$ cat config.mk
export PLATFORM = sky130hd
export DESIGN_NAME = uart_rx_deframer
export DESIGN_NICKNAME = d
export VERILOG_FILES = /design/src/rtl/uart_pkg.sv /design/src/rtl/uart_rx_sync.sv /design/src/rtl/uart_rx_deframer.sv
export SDC_FILE = /design/constraint.sdc
export NUM_CORES = 1
export LEC_CHECK = 0
export CAP_MARGIN = 0
export CORE_AREA = 4 4 70 72
export DETAILED_ROUTE_END_ITERATION = 10
export DIE_AREA = 0 0 74 76
export SYNTH_ARGS = -nofsm -noshare
export SYNTH_HDL_FRONTEND = slang
export SYNTH_SLANG_ARGS = --single-unit
$ cat constraint.sdc
create_clock -name clk -period 1.7 [get_ports clk]
set_input_delay 0.255 -clock clk [delete_from_list [all_inputs] [get_ports clk]]
set_output_delay 0.255 -clock clk [all_outputs]
set_load 0.01 [all_outputs]
$ cat src/rtl/uart_pkg.sv
// Shared UART definitions: receive FSM state encoding, line levels and
// default frame geometry. Optional parity support: UART_RX_PARITY_EN.
package uart_pkg;

  localparam int unsigned UART_DATA_BITS_DEF  = 8;
  localparam int unsigned UART_OVERSAMPLE_DEF = 16;

  localparam logic UART_IDLE_LVL  = 1'b1;
  localparam logic UART_START_LVL = 1'b0;
  localparam logic UART_STOP_LVL  = 1'b1;

  typedef enum logic [2:0] {
    ST_IDLE,
    ST_START,
    ST_DATA,
`ifdef UART_RX_PARITY_EN
    ST_PARITY,
`endif
    ST_STOP,
    ST_WAIT_IDLE
  } uart_rx_state_t;

endpackage

$ cat src/rtl/uart_rx_sync.sv
// Two-flop synchroniser for an asynchronous single-bit input.
// Both stages reset to RESET_VAL so an idle-high line reads idle out of reset.
module uart_rx_sync #(
  parameter logic RESET_VAL = 1'b1
) (
  input  logic clk,
  input  logic rst_n,
  input  logic d,
  output logic q
);

  logic meta;

  // Two back-to-back flops resolve metastability on the raw input.
  always_ff @(posedge clk or negedge rst_n) begin
    if (!rst_n) begin
      meta <= RESET_VAL;
      q    <= RESET_VAL;
    end else begin
      meta <= d;
      q    <= meta;
    end
  end

endmodule

$ cat src/rtl/uart_rx_deframer.sv
// UART receive deframer: synchronises rx_in, qualifies the start bit at
// half-bit, samples data/parity/stop at mid-bit and emits each byte with a
// one-cycle rx_valid pulse plus framing/parity flags.
// Optional parity bit between data and stop: define UART_RX_PARITY_EN.
module uart_rx_deframer
  import uart_pkg::*;
#(
  parameter int unsigned DATA_BITS  = UART_DATA_BITS_DEF,
  parameter int unsigned OVERSAMPLE = UART_OVERSAMPLE_DEF
) (
  input  logic                 clk,
  input  logic                 rst_n,
  input  logic                 baud_tick,
  input  logic                 rx_in,
  input  logic                 parity_odd,
  output logic [DATA_BITS-1:0] rx_data,
  output logic                 rx_valid,
  output logic                 rx_framing_err,
  output logic                 rx_parity_err,
  output logic                 rx_busy
);

  localparam int unsigned TW = $clog2(OVERSAMPLE);
  localparam int unsigned BW = $clog2(DATA_BITS + 1);

  localparam logic [TW-1:0] HALF_LAST = TW'(OVERSAMPLE / 2 - 1);
  localparam logic [TW-1:0] FULL_LAST = TW'(OVERSAMPLE - 1);
  localparam logic [BW-1:0] BIT_LAST  = BW'(DATA_BITS - 1);

  uart_rx_state_t       state;
  logic                 rx_s;
  logic [TW-1:0]        tick_cnt;
  logic [BW-1:0]        bit_cnt;
  logic [DATA_BITS-1:0] shreg;

`ifdef UART_RX_PARITY_EN
  logic par_bit;
  logic perr_q;
  assign rx_parity_err = perr_q;
`else
  logic unused_parity_odd;
  assign unused_parity_odd = parity_odd;
  assign rx_parity_err     = 1'b0;
`endif

  uart_rx_sync #(
    .RESET_VAL(UART_IDLE_LVL)
  ) u_sync (
    .clk  (clk),
    .rst_n(rst_n),
    .d    (rx_in),
    .q    (rx_s)
  );

  // Frame FSM with tick/bit counters, shifter and registered outputs.
  always_ff @(posedge clk or negedge rst_n) begin
    if (!rst_n) begin
      state          <= ST_IDLE;
      tick_cnt       <= '0;
      bit_cnt        <= '0;
      shreg          <= '0;
      rx_data        <= '0;
      rx_valid       <= 1'b0;
      rx_framing_err <= 1'b0;
      rx_busy        <= 1'b0;
`ifdef UART_RX_PARITY_EN
      par_bit        <= 1'b0;
      perr_q         <= 1'b0;
`endif
    end else begin
      rx_valid <= 1'b0;
      case (state)
        ST_IDLE: begin
          if (rx_s == UART_START_LVL) begin
            state    <= ST_START;
            tick_cnt <= '0;
          end
        end

        ST_START: begin
          if (baud_tick) begin
            if (tick_cnt == HALF_LAST) begin
              tick_cnt <= '0;
              if (rx_s == UART_START_LVL) begin
                rx_busy <= 1'b1;
                bit_cnt <= '0;
                state   <= ST_DATA;
              end else begin
                state <= ST_IDLE;
              end
            end else begin
              tick_cnt <= tick_cnt + 1'b1;
            end
          end
        end

        ST_DATA: begin
          if (baud_tick) begin
            if (tick_cnt == FULL_LAST) begin
              tick_cnt <= '0;
              shreg    <= {rx_s, shreg[DATA_BITS-1:1]};
              if (bit_cnt == BIT_LAST) begin
                bit_cnt <= '0;
`ifdef UART_RX_PARITY_EN
                state   <= ST_PARITY;
`else
                state   <= ST_STOP;
`endif
              end else begin
                bit_cnt <= bit_cnt + 1'b1;
              end
            end else begin
              tick_cnt <= tick_cnt + 1'b1;
            end
          end
        end

`ifdef UART_RX_PARITY_EN
        ST_PARITY: begin
          if (baud_tick) begin
            if (tick_cnt == FULL_LAST) begin
              tick_cnt <= '0;
              par_bit  <= rx_s;
              state    <= ST_STOP;
            end else begin
              tick_cnt <= tick_cnt + 1'b1;
            end
          end
        end
`endif

        ST_STOP: begin
          if (baud_tick) begin
            if (tick_cnt == FULL_LAST) begin
              tick_cnt       <= '0;
              rx_data        <= shreg;
              rx_valid       <= 1'b1;
              rx_framing_err <= (rx_s != UART_STOP_LVL);
              rx_busy        <= 1'b0;
`ifdef UART_RX_PARITY_EN
              perr_q         <= (par_bit != ((^shreg) ^ parity_odd));
`endif
              state          <= (rx_s == UART_STOP_LVL) ? ST_IDLE : ST_WAIT_IDLE;
            end else begin
              tick_cnt <= tick_cnt + 1'b1;
            end
          end
        end

        ST_WAIT_IDLE: begin
          if (rx_s == UART_IDLE_LVL) begin
            state <= ST_IDLE;
          end
        end

        default: state <= ST_IDLE;
      endcase
    end
  end

endmodule

== After elaboration in Yosys (flattened, before gate mapping) ==
Index checks and enable logic that the tools add are counted.

* Add/subtract/negate cells: 2
* Equal/unequal tests: 18
* Muxes and demuxes: 33
* Bitwise operators: 1
* Reductions and logical operators: 11

{| class="wikitable"
|+ Operator list
! cell !! number
|-
| 2-to-1 mux 4 bit || 10
|-
| 2-to-1 mux 3 bit || 10
|-
| inequality test 2 bit, second input constant || 9
|-
| case mux 3 bit (5 select lines) || 1
|-
| case mux 4 bit (3 select lines) || 1
|-
| AND reduction 6 bit || 2
|-
| AND reduction 9 bit || 1
|-
| adder 4 x 1 -> 4 bit, second input constant || 2
|-
| == test 4 x 3 -> 1 bit, second input constant || 2
|-
| 2-to-1 mux 1 bit || 8
|-
| case mux 4 bit (2 select lines) || 1
|-
| == test 3 x 2 -> 1 bit, second input constant || 2
|-
| AND reduction 3 bit || 2
|-
| == test 4 bit, second input constant || 1
|-
| inequality test 2 x 1 -> 1 bit, second input constant || 2
|-
| AND reduction 4 bit || 1
|-
| nonzero test 2 bit || 2
|-
| == test 3 x 1 -> 1 bit, second input constant || 1
|-
| == test 3 bit, second input constant || 1
|-
| logical NOT 3 bit || 1
|-
| nonzero test 3 bit || 1
|-
| 2-to-1 mux 2 bit || 1
|-
| case mux 1 bit (2 select lines) || 1
|-
| OR reduction 2 bit || 1
|-
| inverter 1 bit || 1
|}

* Flip-flop bits (word level): 32
* Input bits: 5
* Logic and storage cells: 75

== Longest topological paths before layout ==
* Depth after elaboration: 5
* Depth in mapped cells: 7
* Depth with buffers taken out: 5

== By module ==
Synthesis repeated with hierarchy kept, for this count alone.

* Cells, all modules: 140
* Area total of the unflattened synthesis: 1,493.9 µm²

{| class="wikitable"
|+ By module, submodules not included
! module !! times used !! cells an instance !! area each (µm²) !! seq. area each (µm²)
|-
| uart_rx_deframer || 1 || 138 || 1,441.4 || 750.7
|-
| uart_rx_sync || 1 || 2 || 52.6 || 52.6
|}

== Worst setup path after synthesis ==
No wires, ideal clock.

* Kind: reg-to-reg
* From: register tick_cnt[0]
* To: register rx_data[1]
* Setup time: 0.125 ns
* Arrival time: 1.509 ns
* Data required time: 1.575 ns
* Path slack: 0.066 ns
* Stages on the path, launching flop included: 7
* Clock period less this slack: 1.634 ns
* Cell sequence: dfrtp_1 > ha_1 > and4b_1 > buf_4 > nand4_4 > buf_6 > mux2_4

* Longest elaborated chain between the ends: 2

{| class="wikitable"
|+ Ends and longest elaborated chain
! item !! RTL line !! source
|-
| start, declared || uart_rx_deframer.sv:32 || <nowiki>logic [TW-1:0] tick_cnt;</nowiki>
|-
| start signal, assigned || uart_rx_deframer.sv:92 || <nowiki>tick_cnt <= tick_cnt + 1'b1;</nowiki>
|-
| start signal, assigned || uart_rx_deframer.sv:113 || <nowiki>tick_cnt <= tick_cnt + 1'b1;</nowiki>
|-
| start signal, assigned || uart_rx_deframer.sv:145 || <nowiki>tick_cnt <= tick_cnt + 1'b1;</nowiki>
|-
| == test 4 bit || uart_rx_deframer.sv:134 || <nowiki>if (tick_cnt == FULL_LAST) begin</nowiki>
|-
| AND reduction 3 bit (no line) || - ||
|-
| end signal, assigned || uart_rx_deframer.sv:136 || <nowiki>rx_data <= shreg;</nowiki>
|-
| end, declared || uart_rx_deframer.sv:16 || <nowiki>output logic [DATA_BITS-1:0] rx_data,</nowiki>
|}

Every way passes these cells.
A chain may end at the register's enable or synchronous reset.

== Final worst setup path ==
* From: register tick_cnt[0]
* To: register shreg[5]

* Longest elaborated chain between the ends: 2

{| class="wikitable"
|+ Ends and longest elaborated chain
! item !! RTL line !! source
|-
| == test 4 bit || uart_rx_deframer.sv:99 || <nowiki>if (tick_cnt == FULL_LAST) begin</nowiki>
|-
| AND reduction 3 bit (no line) || - ||
|-
| end signal, assigned || uart_rx_deframer.sv:101 || <nowiki>shreg <= {rx_s, shreg[DATA_BITS-1:1]};</nowiki>
|-
| end, declared || uart_rx_deframer.sv:34 || <nowiki>logic [DATA_BITS-1:0] shreg;</nowiki>
|}

Every way passes these cells.

==> flow_summary.ini <==
[floorplanning]
core_sq_um = 4290
rows = 24
start_util_pct = 34.3
die_w_um = 74
dieArea_sq_um = 5620
die_height_um = 76
ioPinCount = 17

[setup_path]
r2r_cells = 5
critPathLaunchType = register
worstSetupStartpoint = tick_cnt[0]
crit_path_top_delay_cell = dfrtp_1
path_class = reg -> reg
path_cells = ha_1 -> and4b_2 -> buf_4 -> nand4_4 -> mux2_2
critical_path.max_stage_delay_ns = 0.38
r2r-end = shreg[5]
cp_max_fo = 5
ff2ff_setup_slack_ns = 0.09
end_kind = register
crit_required_ns = 1.86
crit_end = shreg[5]
rr_startpoint = tick_cnt[0]
crit_arrival_ns = 1.77

[timing]
finalMaxSlewViolations = 0
setup_tns_ns = 0
fin_crit_sh_pct = 94.5
clock-skew-final_ns = 0.00574
finalHoldViolations = 0
finalSetupViolCount = 0
rsz0062_at_grt = false
min_period_ns = 1.61
hold_slack_ns = 0.357
fmax_ghz = 0.623

[synth]
syn_nets = 129
synth-edff-count = 0
async_flop_share_pct = 100
syn-mean-instance-area_sq_um = 12.1
synth_seq_cells = 32
syn-instance-count = 122
seq_area_frac_synth_pct = 54.6
syn_area_sq_um = 1470
synth_warnings = 0
ys.flop_type = dfrtp_1
synth.distinct_cells = 36

[placement]
placed_cells = 192
post_dp_cell_area_sq_um = 1700
port_buffers = 14
dpl.hpwl_um = 1950
gp_congestion = 0.799

[clocking]
clockRootBuffer = clkbuf_8
cts_buffers = 5
cts_buffer_depth = 2
path_clk_slew_ns = 0.07
clk_latency_ns = 0.28
cts.sinks = 32
tritoncts = yes
cts_hold_buf = 0
ctsHtreeMaxLevel = 2

[layout]
utilization_pct = 42.5
diodes = 0
stdcell_count = 201
regArea_sq_um = 806
postLayoutCellArea_sq_um = 1820
multi_input_area_sq_um = 636
finalNetCount = 155
drive_above_1_share_pct = 30.2
area_delta_synth_final_pct = 24.0
fillers = 398

[routing]
drt-pass1-iter-count = 4
totalWireLength_um = 2730
vias = 1031
drt-vias-per-instance = 5.13
postRouteAntennaNets = 0
remaining_drc_errors = 0
first_iter_violations = 34
wire_per_inst_um = 13.6

[pwr]
peakVddDrop_mv = 0.558
power_density_nw_per_um2 = 1030
p_leak_nw = 0.861

[run]
max-cap-violations = 0

[global_routing]
grt_util_all_layers_pct = 10.4
antenna_found_initial = 0
grt_pass1_vias = 1028
gr-total-overflow = 0
grt_max_degree = 33
grt_pass1_wl_um = 4640

[hold_path]
hold_path.class = reg -> reg

[outcome]
status = finished clean
[metal layers]
layer | global-route usage, % | wire length [um] | vias up
met3 | 2.77 | 97 | 7
met4 | 5.07 | 48 | 0
li1 | - | - | 482
met5 | 0 | 0 | -
met2 | 16.8 | 1380 | 23
met1 | 12.7 | 1200 | 519
[worst min path at each step]
stage / cells after the start / startpoint / to / slack, ns
finish: 0 / u_sync.meta / u_sync.q / 0.36
global route: 0 / u_sync.meta / u_sync.q / 0.36
CTS: 0 / u_sync.meta / u_sync.q / 0.36
detailed placement: 0 / u_sync.meta / u_sync.q / 0.35
global placement: 0 / u_sync.meta / u_sync.q / 0.35
floorplan: 0 / rst_n / bit_cnt[0] / -0.04
[cell usage after synthesis (2+ instances only)]
library cell  instances  share of area (%)
a21oi_1               2               0.68
nor2_1                8                2.0
buf_4                 3                1.5
mux2_4                5                5.1
mux2_2               11                8.4
buf_2                 2               0.68
dfrtp_1              30                 51
nand2_1              12                3.1
nor3_1                3                1.0
nand3_1               2               0.68
o41ai_1               2                1.2
buf_6                 2                1.5
o21ai_0              12                4.1
inv_1                 2               0.51
a21o_1                2                1.0
dfstp_2               2                3.6
ha_1                  2                1.7
nand4_4               2                2.9
[kinds of logic after synthesis]
logic type	synth area share, %
AND/OR/NAND/NOR	14.7
flip-flops	54.6
AO/OA/AOI/OAI	9.69
multiplexers	14.2
buffers and inverters	4.25
adder cells (fa/ha/maj)	1.70
other	0.255
XOR/XNOR	0.595
[area by class of cell]
cell class / instances / area share (%)
clock buffer: 5 / 3.77
clock inverter: 3 / 1.03
inverter: 2 / 0.412
multi-input combinational: 82 / 34.8
sequential: 32 / 44.2
tap: 52 / 3.57
timing repair buffer: 25 / 12.2
[cell usage in the layout, fill, tap and decap left out, drive strengths merged, types with 3 or more instances in the layout]
master         instances
nand2                 12
clkbuf                 5
clkdlybuf4s50         14
nor3                   3
mux2                  16
nor2                   8
nand4                  4
dfrtp                 30
clkinv                 3
o21ai                 12
buf                   11
[critical path: cells and delay by family (launching register included)]
kind,cells,cell delay [ns]
flip-flops,1,0.38
AND/OR/NAND/NOR,2,0.38
multiplexers,1,0.34
adder cells (fa/ha/maj),1,0.21
buffers and inverters,1,0.17
[through the flow]
step	total power, mW	worst slack, ns
final	1.88	0.0941
after global routing	1.99	0.0256
after CTS	1.87	0.0126
after detailed placement	1.31	-0.237
after global placement	1.29	-0.157
after floorplan	1.15	0.0657
[power breakdown]
group	leakage, nW	internal (mW)	switching (mW)
clock	0.0479	0.285	0.282
sequential	0.423	0.831	0.110
combinational	0.390	0.198	0.173
[flip-flops by register name, indices dropped and copies added, names as in the netlist]
| register | cells |
|---|---|
| rx_data | 8 |
| shreg | 8 |
| u_sync.q | 1 |
| rx_framing_err | 1 |
| state | 3 |
| rx_busy | 1 |
| tick_cnt | 4 |
| bit_cnt | 4 |
| u_sync.meta | 1 |
| rx_valid | 1 |
[repair_timing]
item | in CTS | in global routing
endpoints found under the setup margin | 1 | 10
setup buffers | 0 | 0
resized for setup | 1 | 7
gates cloned | 0 | 1
pin swaps | 0 | 1
No activity file was read; power rests on OpenSTA's default activity.
